===== src/rtl/xor_share_arbiter_pkg.sv =====
`default_nettype none
// ============================================================================
// xor_arb_pkg : shared state encoding and sizing helpers for xor_share_arbiter
// Revision    : 1.0
// ============================================================================
package xor_arb_pkg;

    typedef enum logic [0:0] {
        IDLE = 1'b0,
        HOLD = 1'b1
    } state_t;

    localparam int DEF_NREQ  = 4;
    localparam int DEF_WIDTH = 8;

    // An ID field must stay at least one bit wide even for two requesters.
    function automatic int id_width(input int nreq);
        return (nreq <= 2) ? 1 : $clog2(nreq);
    endfunction

endpackage
`default_nettype wire


===== src/rtl/xor_share_arbiter_if.sv =====
`default_nettype none
// ============================================================================
// xor_share_arbiter_if : request/operand bundle and response port of the arbiter
// Revision             : 1.0
// ============================================================================
interface xor_share_arbiter_if
    import xor_arb_pkg::*;
#(
    parameter int NREQ  = DEF_NREQ,
    parameter int WIDTH = DEF_WIDTH,
    parameter int IDW   = id_width(NREQ)
);
    logic [NREQ-1:0]       req;
    logic [NREQ*WIDTH-1:0] a_in;
    logic [NREQ*WIDTH-1:0] b_in;
    logic [NREQ-1:0]       gnt;
    logic                  rsp_valid;
    logic [IDW-1:0]        rsp_id;
    logic [WIDTH-1:0]      rsp_data;
    logic                  rsp_ready;

    modport master (
        output req, a_in, b_in, rsp_ready,
        input  gnt, rsp_valid, rsp_id, rsp_data
    );

    modport slave (
        input  req, a_in, b_in, rsp_ready,
        output gnt, rsp_valid, rsp_id, rsp_data
    );

endinterface
`default_nettype wire


===== src/rtl/xor_share_arbiter_rr_picker.sv =====
`default_nettype none
// ============================================================================
// rr_picker : combinational round-robin search, first set bit at or above ptr
// Revision  : 1.0
// ============================================================================
module rr_picker
    import xor_arb_pkg::*;
#(
    parameter int NREQ = DEF_NREQ,
    parameter int IDW  = id_width(NREQ)
) (
    input  wire logic [NREQ-1:0] req,
    input  wire logic [IDW-1:0]  ptr,
    output logic      [IDW-1:0]  winner,
    output logic                 any
);
    localparam logic [IDW:0] c_nreq_w = NREQ[IDW:0];

    logic [2*NREQ-1:0] w_dbl;
    logic [NREQ-1:0]   w_rot;
    logic [IDW:0]      w_sum;

    // Rotating a doubled copy puts requester ptr at bit 0, so the lowest set
    // bit of w_rot is the round-robin winner's offset from ptr.
    always_comb begin
        w_dbl  = {req, req} >> ptr;
        w_rot  = w_dbl[NREQ-1:0];
        any    = |w_rot;
        w_sum  = '0;
        for (int j = NREQ - 1; j >= 0; j--) begin
            if (w_rot[j]) begin
                w_sum = {1'b0, ptr} + j[IDW:0];
            end
        end
        if (w_sum >= c_nreq_w) begin
            w_sum = w_sum - c_nreq_w;
        end
        winner = w_sum[IDW-1:0];
    end

endmodule
`default_nettype wire


===== src/rtl/xor_share_arbiter.sv =====
`default_nettype none
// ============================================================================
// xor_share_arbiter : round-robin access to one shared XOR stage, result held
//                     on a valid/ready port until accepted
// Revision          : 1.0
// ============================================================================
module xor_share_arbiter
    import xor_arb_pkg::*;
#(
    parameter int NREQ  = DEF_NREQ,
    parameter int WIDTH = DEF_WIDTH,
    parameter int IDW   = id_width(NREQ)
) (
    input wire logic             clk,
    input wire logic             rst,
    xor_share_arbiter_if.slave   bus
);
    localparam logic [IDW-1:0] c_last_id = IDW'(NREQ - 1);

    state_t           r_state;
    logic [NREQ-1:0]  r_gnt;
    logic             r_valid;
    logic [IDW-1:0]   r_id;
    logic [WIDTH-1:0] r_data;
    logic [IDW-1:0]   r_ptr;

    logic [IDW-1:0]   w_winner;
    logic             w_any;
    logic [WIDTH-1:0] w_xor;
    logic [NREQ-1:0]  w_onehot;
    logic [IDW-1:0]   w_ptr_next;

    rr_picker #(
        .NREQ (NREQ),
        .IDW  (IDW)
    ) u_picker (
        .req    (bus.req),
        .ptr    (r_ptr),
        .winner (w_winner),
        .any    (w_any)
    );

    always_comb begin
        w_xor    = '0;
        w_onehot = '0;
        for (int i = 0; i < NREQ; i++) begin
            if (w_winner == i[IDW-1:0]) begin
                w_xor       = bus.a_in[i*WIDTH +: WIDTH] ^ bus.b_in[i*WIDTH +: WIDTH];
                w_onehot[i] = 1'b1;
            end
        end
        w_ptr_next = (r_id == c_last_id) ? '0 : r_id + 1'b1;
    end

    // Grant pulses only on the IDLE->HOLD edge; HOLD never re-arbitrates.
    always_ff @(posedge clk) begin
        if (rst) begin
            r_state <= IDLE;
            r_gnt   <= '0;
            r_valid <= 1'b0;
            r_id    <= '0;
            r_data  <= '0;
            r_ptr   <= '0;
        end else begin
            r_gnt <= '0;
            case (r_state)
                IDLE: begin
                    if (w_any) begin
                        r_state <= HOLD;
                        r_gnt   <= w_onehot;
                        r_valid <= 1'b1;
                        r_id    <= w_winner;
                        r_data  <= w_xor;
                    end
                end
                HOLD: begin
                    if (bus.rsp_ready) begin
                        r_state <= IDLE;
                        r_valid <= 1'b0;
                        r_ptr   <= w_ptr_next;
                    end
                end
                default: begin
                    r_state <= IDLE;
                    r_valid <= 1'b0;
                end
            endcase
        end
    end

    assign bus.gnt       = r_gnt;
    assign bus.rsp_valid = r_valid;
    assign bus.rsp_id    = r_id;
    assign bus.rsp_data  = r_data;

endmodule
`default_nettype wire


===== src/flat_wrapper.sv =====
// flat-port wrapper written by rule: the top's interface ports become plain ports
module xor_share_arbiter_flat import xor_arb_pkg::*;
#(
    parameter int NREQ  = DEF_NREQ,
    parameter int WIDTH = DEF_WIDTH,
    parameter int IDW   = id_width(NREQ)
)
  (clk, rst, bus_req, bus_a_in, bus_b_in, bus_rsp_ready, bus_gnt, bus_rsp_valid, bus_rsp_id, bus_rsp_data);
  xor_share_arbiter_if #(.NREQ(NREQ), .WIDTH(WIDTH), .IDW(IDW)) bus_i ();
  input wire logic clk;
  input wire logic rst;
  input wire logic [$bits(bus_i.req)-1:0] bus_req;
  input wire logic [$bits(bus_i.a_in)-1:0] bus_a_in;
  input wire logic [$bits(bus_i.b_in)-1:0] bus_b_in;
  input wire logic [$bits(bus_i.rsp_ready)-1:0] bus_rsp_ready;
  output wire logic [$bits(bus_i.gnt)-1:0] bus_gnt;
  output wire logic [$bits(bus_i.rsp_valid)-1:0] bus_rsp_valid;
  output wire logic [$bits(bus_i.rsp_id)-1:0] bus_rsp_id;
  output wire logic [$bits(bus_i.rsp_data)-1:0] bus_rsp_data;
  assign bus_i.req = bus_req;
  assign bus_i.a_in = bus_a_in;
  assign bus_i.b_in = bus_b_in;
  assign bus_i.rsp_ready = bus_rsp_ready;
  assign bus_gnt = bus_i.gnt;
  assign bus_rsp_valid = bus_i.rsp_valid;
  assign bus_rsp_id = bus_i.rsp_id;
  assign bus_rsp_data = bus_i.rsp_data;
  xor_share_arbiter #(.NREQ(NREQ), .WIDTH(WIDTH), .IDW(IDW)) u_core (.clk(clk), .rst(rst), .bus(bus_i));
endmodule

===== config.mk =====
export PLATFORM = sky130hd
export DESIGN_NAME = xor_share_arbiter_flat
export DESIGN_NICKNAME = d
export VERILOG_FILES = /design/src/rtl/xor_share_arbiter_pkg.sv /design/src/rtl/xor_share_arbiter_if.sv /design/src/rtl/xor_share_arbiter_rr_picker.sv /design/src/rtl/xor_share_arbiter.sv /design/src/flat_wrapper.sv
export SDC_FILE = /design/constraint.sdc
export NUM_CORES = 1
export LEC_CHECK = 0
export ABC_AREA = 1
export CORE_ASPECT_RATIO = 1.2
export CORE_MARGIN = 4
export CORE_UTILIZATION = 39
export DETAILED_ROUTE_END_ITERATION = 10
export PLACE_DENSITY = 0.89
export SLEW_MARGIN = 5
export SYNTH_ARGS = -nofsm -noshare
export SYNTH_HDL_FRONTEND = slang
export SYNTH_SLANG_ARGS = --single-unit

===== constraint.sdc =====
create_clock -name clk -period 2.2 [get_ports clk]
set_clock_uncertainty 0.15 [all_clocks]
set_input_delay 0.22 -clock clk [delete_from_list [all_inputs] [get_ports clk]]
set_output_delay 0.22 -clock clk [all_outputs]
set_load 0.03 [all_outputs]

-- Word level (Yosys, flattened, before mapping)
Index checks and enable logic that the tools add are counted.
- input bits: 71
- output and inout port bits: 15
- register bits after elaboration: 18
- eq/ne operators: 6
- shift operators: 1
- multiplexer cells: 20
- add/sub/neg operators: 5
- reduce and logical (&&, ||, !) cells: 6
- order comparisons: 1
- bitwise gates (word level): 6
- operators with widths (operator ; number):
    2-to-1 mux 8 bit ; 4
    bitwise XOR 8 bit ; 4
    2-to-1 mux 3 bit ; 4
    2-to-1 mux 1 bit ; 8
    right shift 8 x 2 -> 4 bit ; 1
    adder 2 x 2 -> 3 bit (second input constant) ; 2
    == test 2 bit (second input constant) ; 3
    AND reduction 2 bit ; 3
    2-to-1 mux 2 bit ; 2
    != test 2 bit (second input constant) ; 2
    one-hot mux 1 bit (2 select lines) ; 2
    OR reduction 4 bit ; 1
    adder 2 x 1 -> 3 bit (second input constant) ; 1
    >= comparator 3 bit (second input constant) ; 1
    OR reduction 3 bit ; 1
    adder 2 x 1 -> 2 bit (second input constant) ; 1
    == test 2 x 1 -> 1 bit (second input constant) ; 1
    zero test 2 bit ; 1
    NOT 1 bit ; 2
    subtractor 2 x 1 -> 2 bit (second input constant) ; 1

-- Longest topological paths before layout
Gate-level depths: netlist of the first run.
- word-level depth: 12
- mapped depth: 16
- depth with buffers taken out: 15

-- Modules after synthesis
Synthesis of the first run repeated with hierarchy kept, for this count alone.
- cells, all modules: 268
- area, all modules: 1556.5 µm²
- modules (own cells, without submodules) (module ; cells each ; times used ; area an instance (µm²) ; seq. area each (µm²)):
    xor_share_arbiter ; 219 ; 1 ; 1306.3 ; 360.3
    rr_picker ; 49 ; 1 ; 250.2 ; 0.0

-- Least setup slack after synthesis of the first run
OpenSTA, ideal clock, no wires.
- path kind: register to register
- start: register u_core.r_ptr[0]
- end: register u_core.r_data[3] (netlist: u_core.bus.rsp_data[3])
- path slack: 0.448 ns
- required time: 1.914 ns
- data arrival time: 1.466 ns
- stages on the path, launching flop included: 15
- setup time: 0.136 ns
- buffers on the path: 2
- path through: dfxtp_1 buf_6 nand2_1 nand2_1 nand2_1 nand2_1 nor2_2 o21ai_4 nand2_2 nand2_4 buf_6 o21ai_1 nand3_1 nand2_1 a21oi_2
- longest elaborated chain between the ends: 12
- elaborated cells between the ends (all ways): 21
- ends and longest elaborated chain (what ; RTL line ; RTL):
    from (decl) ; xor_share_arbiter.sv:25 ; logic [IDW-1:0] r_ptr;
    from (signal assigned) ; xor_share_arbiter.sv:80 ; r_ptr <= w_ptr_next;
    adder 2 x 2 -> 3 bit / right shift 8 x 2 -> 4 bit (equally long branches) ; xor_share_arbiter_rr_picker.sv:32, xor_share_arbiter_rr_picker.sv:26 ;
    2-to-1 mux 3 bit (4 in a row) ; xor_share_arbiter_rr_picker.sv:31 ; if (w_rot[j]) begin
    >= comparator 3 bit / subtractor 2 x 1 -> 2 bit (equally long branches) ; xor_share_arbiter_rr_picker.sv:35, xor_share_arbiter_rr_picker.sv:36 ;
    2-to-1 mux 2 bit ; xor_share_arbiter_rr_picker.sv:35 ; if (w_sum >= c_nreq_w) begin
    zero test 2 bit ; xor_share_arbiter.sv:47 ; if (w_winner == i[IDW-1:0]) begin
    2-to-1 mux 8 bit (4 in a row) ; xor_share_arbiter.sv:47 ;
    to (signal assigned) ; xor_share_arbiter.sv:73 ; r_data <= w_xor;
    to (decl) ; xor_share_arbiter.sv:24 ; logic [WIDTH-1:0] r_data;
Several ways; a longest one is shown, not always the timed one.
A chain may end at the register's enable or synchronous reset.

-- Worst setup path in the final report of the first run
- start: register u_core.r_ptr[0]
- end: register u_core.r_data[4] (netlist: u_core.bus.rsp_data[4])
Same word-level chain as after synthesis.

==> results of run 1 <==
[path summary, 6_finish.rpt]
check / endpoint / slack, ps
worst max-delay path: u_core.bus.rsp_data[4]$_SDFFE_PP0P_ / 220
worst min register to register: u_core.bus.rsp_data[5]$_SDFFE_PP0P_ / 330
worst min-delay path: u_core.bus.rsp_data[5]$_SDFFE_PP0P_ / 330
worst max register to register: u_core.bus.rsp_data[4]$_SDFFE_PP0P_ / 220
[sequential cells by signal, summed over array words and instances (netlist names)]
register / count
u_core.bus.rsp_data: 8
u_core.bus.rsp_valid: 1
u_core.bus.gnt: 4
u_core.bus.rsp_id: 2
u_core.r_ptr: 2
u_core.r_state: 1
[metrics by stage]
stage / utilization [%] / hold WS, ps / power [mW] / cells
after detailed placement: 65.56 / 317.6 / 1.198 / 360
final: 67.27 / 330.0 / 1.477 / 364
after floorplan: - / 274.7 / 0.9062 / 227
after global placement: 65.56 / 301.6 / 1.179 / 360
after CTS: 67.04 / 328.2 / 1.470 / 364
after global routing: 67.27 / 355.6 / 1.567 / 364
[layout make-up]
type	count	area, um2
Fill cell	344	1219
Multi-Input combinational cell	176	1037
Timing Repair Buffer	89	893.4
Sequential cell	18	360.3
Inverter	25	93.84
Tap cell	52	65.06
Clock buffer	4	55.05
[cells in the mapped netlist]
library cell  number
xor2_1            24
xnor2_1            8
inv_1             20
a21oi_4            1
buf_6              3
o21ai_0            7
nor2_2             1
nor2_4             2
a21oi_1            1
o211ai_1           2
o21bai_1           1
and3_1             1
ha_1               1
nand2_1           58
inv_2              5
o21ai_4            1
nand3_1           34
a21oi_2            7
nor3_1             4
nand2_4            1
buf_2              1
nor2_1             8
buf_4              3
nand3_2            4
nand2_2            4
o21ai_1            6
dfxtp_1           18
clkbuf_1           1
[power groups by stage]
stage	sequential [mW]	combinational (mW)	clock, mW
after detailed placement	0.411	0.787	0
after global routing	0.411	0.865	0.291
after CTS	0.405	0.791	0.274
after global placement	0.409	0.770	0
after floorplan	0.486	0.421	0
final	0.405	0.799	0.273
[kinds of logic after synthesis]
kind of cell	after synthesis	share of synthesized area, %
adder cells (fa/ha/maj)	1	0.8083
XOR/XNOR	32	18.11
AO/OA/AOI/OAI	26	12.05
buffers and inverters	33	10.27
flip-flops	18	23.28
AND/OR/NAND/NOR	117	35.49
[critical path: cells and delay by family, from the launching register on]
kind                   cells  cell delay [ps]
AOI/OAI and AO/OA          2              260
and+or+nand+nor           10              930
buffers and inverters      2              230
DFF                        1              330
[repair_timing]
item / CTS / global route
hold endpoints to repair: 0 / 0
resized for setup: 0 / 2
endpoints found under the setup margin: 0 / 2
[metal layers]
layer	wire length (um)	vias up
met5	0	-
li1	-	891
met2	2563	70
met4	53	0
met1	1641	781
met3	332	6
==> impl_metrics.json, run 1 <==
{
  "status": "complete, no violations",
  "synth_top_area_share_pct": 23.28,
  "final-setup-viol-count": 0,
  "grt_max_degree": 25,
  "avgRoutedWirePerCell_um": 12.61,
  "grt.total_usage_pct": 17.80,
  "met1_usage_pct": 16.99,
  "grt_busiest_layer": "met2",
  "clockPowerShare_pct": 18.5,
  "crit_type": "reg -> reg",
  "hold_depth": 2,
  "swShare_pct": 39.62,
  "cts_buffer_depth": 2,
  "wirelength_mm": 4.590,
  "power_frac_comb_pct": 54.1,
  "clockRootBuffer": "clkbuf_8",
  "first_pass_iters": 4,
  "synthTopCellsByArea": "dfxtp_1 23%, nand2_1 14%, xor2_1 14%",
  "crit_path_cell_trace": "buf_4 -> nand2_1 -> nand2_1 -> nand2_1 -> nand2_1 -> nor2_2 -> o21ai_4 -> nand2_2 -> nand2_8 -> nor2_1 -> inv_1 -> o21ai_0 -> nor2_1 -> nor2_1",
  "p_sw_mw": 0.5851,
  "routed_via_density": 4.802,
  "cts_tree": "done",
  "numClockSinks": 18,
  "ys_warn_count": 0,
  "overflow": 0,
  "syn-cell-area_um2": 1548,
  "maxSlewHeadroom_pct": 76.56,
  "hold_class": "reg -> reg",
  "portBuffers": 85,
  "power_per_cell_area_nw_per_um2": 589.6,
  "cts_setup_buffers": 0,
  "critPathRequiredTime_ps": 2250,
  "start_util_pct": 41.57,
  "fin_area_um2": 2505,
  "gp_congestion": 0.8224,
  "die_h_um": 77.01,
  "met3_usage_pct": 3.801,
  "drive_above_1_share_pct": 10.90,
  "place_ws_ps": 14.08,
  "yosysUniqueCellTypes": 28,
  "final_common_cell": "clkdlybuf4s50_1",
  "peakVddDrop_uv": 299.7,
  "areaGrowthSynthToFinish_pct": 61.84,
  "cp.arrival_ps": 2030,
  "slowest_stage": "dfxtp_1",
  "cpMostUsedCell": "nand2_1",
  "tightest_slew_ps": 350.8,
  "fin_crit_sh_pct": 89.97,
  "grt_pass1_vias": 1762,
  "finalHoldViolations": 0,
  "drt_iter0_drc": 72,
  "worst_setup_path_start_kind": "flip-flop",
  "seqPwrFrac_pct": 27.4,
  "ff2ff_path_depth": 14,
  "rows": 24,
  "seq_area_frac_synth_pct": 23.28,
  "dpl_cell_area_um2": 2441,
  "yosysTopAreaCell": "dfxtp_1",
  "p_leak_nw": 1.103,
  "crit_path_end_kind": "flip-flop",
  "ctsHoldBuffers": 0,
  "slew_violations": 0,
  "use_met2_pct": 36.07,
  "reg2reg_from": "u_core.r_ptr[0]$_SDFFE_PP0P_",
  "syn_area_per_cell_um2": 6.818,
  "ant_nets": 0,
  "timing.fmax_mhz": 505.2,
  "drc_errors": 0,
  "h-tree-depth": 1,
  "grt_pass1_wl_mm": 7.155,
  "clkLatencyLatePin_ps": 260,
  "antenna_found_initial": 0,
  "max_stage_delay_ps": 330,
  "tns_ps": 0,
  "max-cap-violations": 0,
  "path_max_fanout": 24,
  "p_int_mw": 0.8917,
  "cts_buffers": 3,
  "rsz0062_at_grt": "no",
  "worst_slack_ps": 220.8,
  "syn_nets": 299,
  "die_width_um": 65.51,
  "final_cell_mix": "85 x clkdlybuf4s50_1, 58 x nand2_1, 34 x nand3_1",
  "clk_pin_slew_ps": 70,
  "fp.dieArea_um2": 5045,
  "synth_cells": 227,
  "ys_ff_latch": 18,
  "fin_nets": 385,
  "hold_start": "u_core.bus.rsp_data[5]$_SDFFE_PP0P_",
  "n_antenna_cell": 0,
  "min_period_ps": 1979,
  "io-pin-count": 86,
  "vias": 1748,
  "core-area_um2": 3724,
  "crit_start": "u_core.r_ptr[0]$_SDFFE_PP0P_",
  "place.detailed.hpwl_mm": 3.754
}
No activity file was read; power rests on OpenSTA's default activity.
==> run 2, diff against run 1 <==
--- a/config.mk
+++ b/config.mk
@@ -10,8 +10,9 @@
 export CORE_MARGIN = 4
 export CORE_UTILIZATION = 39
 export DETAILED_ROUTE_END_ITERATION = 10
-export PLACE_DENSITY = 0.89
+export PLACE_DENSITY = 0.82
 export SLEW_MARGIN = 5
 export SYNTH_ARGS = -nofsm -noshare
 export SYNTH_HDL_FRONTEND = slang
 export SYNTH_SLANG_ARGS = --single-unit
+export TNS_END_PERCENT = 5
==> run 2 against run 1 <==
Compared with the run above: wire length decreased by 8.0%; worst setup slack got worse by 31 ps; cell area about the same; critical endpoint is now u_core.bus.rsp_data[1]$_SDFFE_PP0P_; worst hold slack got worse by 4.3 ps; combinational power decreased by 2%.
==> impl_metrics.json, run 2 (synthesis gave the netlist of run 1 again) <==
{
  "status": "complete, no violations",
  "n_antenna_cell": 0,
  "avgRoutedWirePerCell_um": 11.54,
  "hold_slack_ps": 325.7,
  "multiInputGateArea_um2": 1028,
  "cts_buffer_depth": 2,
  "min_period_ps": 2010,
  "peakVddDrop_uv": 231.7,
  "reg2reg_from": "u_core.r_ptr[0]$_SDFFE_PP0P_",
  "largest_register_ff_count": 8,
  "cp.depth": 13,
  "power_per_cell_area_nw_per_um2": 580.2,
  "routed_via_density": 4.765,
  "overflow": 0,
  "core-area_um2": 3724,
  "fillCellCount": 350,
  "grt_max_degree": 25,
  "tightest_slew_ps": 338.4,
  "first_pass_iters": 4,
  "path_buf_inv": 1,
  "grt_pass1_vias": 1790,
  "fin_util_pct": 67.24,
  "crit_path_end_kind": "flip-flop",
  "areaGrowthSynthToFinish_pct": 61.76,
  "die_width_um": 65.51,
  "r2r_setup_slack_ps": 190,
  "hold_end": "u_core.bus.rsp_valid$_SDFFE_PP0P_",
  "fin_crit_sh_pct": 91.37,
  "antenna_found_initial": 0,
  "maxSlewHeadroom_pct": 77.37,
  "hold_start": "u_core.bus.rsp_valid$_SDFFE_PP0P_",
  "clk_pin_slew_ps": 70,
  "start_util_pct": 41.57,
  "finalHoldViolations": 0,
  "grt_pass1_wl_mm": 7.169,
  "max-cap-violations": 0,
  "rows": 24,
  "vias": 1744,
  "fp.dieArea_um2": 5045,
  "power_mw": 1.453,
  "grt.total_usage_pct": 17.44,
  "clkLatencyLatePin_ps": 250,
  "drt_iter0_drc": 72,
  "register_area_um2": 362.8,
  "fin_nets": 387,
  "wirelength_mm": 4.223,
  "crit_family": "simple AND/OR/NAND/NOR gates",
  "final-setup-viol-count": 0,
  "drc_errors": 0,
  "max_stage_delay_ps": 410,
  "io-pin-count": 86,
  "portBuffers": 85,
  "die_h_um": 77.01,
  "final_cell_mix": "85 x clkdlybuf4s50_1, 58 x nand2_1, 34 x nand3_1",
  "p_leak_nw": 1.109,
  "drive_above_1_share_pct": 12.10,
  "crit_path_cell_trace": "inv_2 -> nand2_1 -> nand2_1 -> nand2_1 -> nand2_1 -> nor2_2 -> o21ai_4 -> nand2_2 -> nand2_4 -> o21ai_0 -> nand3_1 -> nand2_1 -> a21oi_2",
  "slew_violations": 0,
  "rsz0062_at_grt": "no",
  "gp_congestion": 0.8408,
  "clockRootBuffer": "clkbuf_8",
  "numClockSinks": 18,
  "worst_setup_path_start_kind": "flip-flop",
  "hold_class": "reg -> reg",
  "place.detailed.hpwl_mm": 3.543,
  "r2r-end": "u_core.bus.rsp_data[1]$_SDFFE_PP0P_",
  "ff2ff_path_depth": 13,
  "timing.fmax_mhz": 497.5,
  "path_max_fanout": 24,
  "slowest_stage": "dfxtp_2",
  "cp.arrival_ps": 2010,
  "hold_depth": 2,
  "h-tree-depth": 1,
  "cts_tree": "done",
  "cpMostUsedCell": "nand2_1",
  "crit_type": "reg -> reg",
  "cts_setup_buffers": 0,
  "crit_start": "u_core.r_ptr[0]$_SDFFE_PP0P_",
  "ant_nets": 0,
  "cts_buffers": 3,
  "critPathRequiredTime_ps": 2200,
  "final_common_cell": "clkdlybuf4s50_1"
}
## run 2: where the power goes
group	internal, mW	switching (mW)
sequential	0.373	0.0305
combinational	0.354	0.428
clock	0.159	0.109
total	0.885	0.567
## run 2: layer usage
layer | GRT usage, % | part of all wire (%)
met1 | 18.77 | 38
met2 | 32.93 | 52
met3 | 3.801 | 8.5
met4 | 5.187 | 1.7
met5 | 0 | 0
## run 2: tightest hold or removal path, stage by stage (launching register included)
cell	delay, ps
dfxtp_1	330
nor2_1	50
nor2_1	70
## run 2: area by class of cell
cell class / instances / share of cell area (%)
Sequential cell: 18 / 14.49
Inverter: 25 / 3.848
Clock buffer: 4 / 2.199
Timing Repair Buffer: 91 / 35.78
Multi-Input combinational cell: 176 / 41.08
Tap cell: 52 / 2.599
## run 2: how the worst max path moves through the flow
stage | to | slack (ps)
floorplan | u_core.bus.rsp_data[3]$_SDFFE_PP0P_ | 450
global placement | u_core.bus.rsp_data[1]$_SDFFE_PP0P_ | 30
detailed placement | u_core.bus.rsp_data[1]$_SDFFE_PP0P_ | -10
CTS | u_core.bus.rsp_data[1]$_SDFFE_PP0P_ | 60
global route | u_core.bus.rsp_data[0]$_SDFFE_PP0P_ | 20
finish | u_core.bus.rsp_data[1]$_SDFFE_PP0P_ | 190
## run 2: timing repair
action / CTS / global route
hold buffers: 0 / 0
setup endpoints to repair: 0 / 9
gates resized for setup: 0 / 3
## run 2: metrics by stage
step                std cells  setup WS, ps  setup TNS (ps)  area [um2]
finish                    366         189.9               0        2504
global placement          362         32.27               0        2444
floorplan                 227         447.8               0        1548
global route              366         15.19               0        2504
detailed placement        362        -10.92          -10.92        2444
CTS                       366         64.49               0        2499
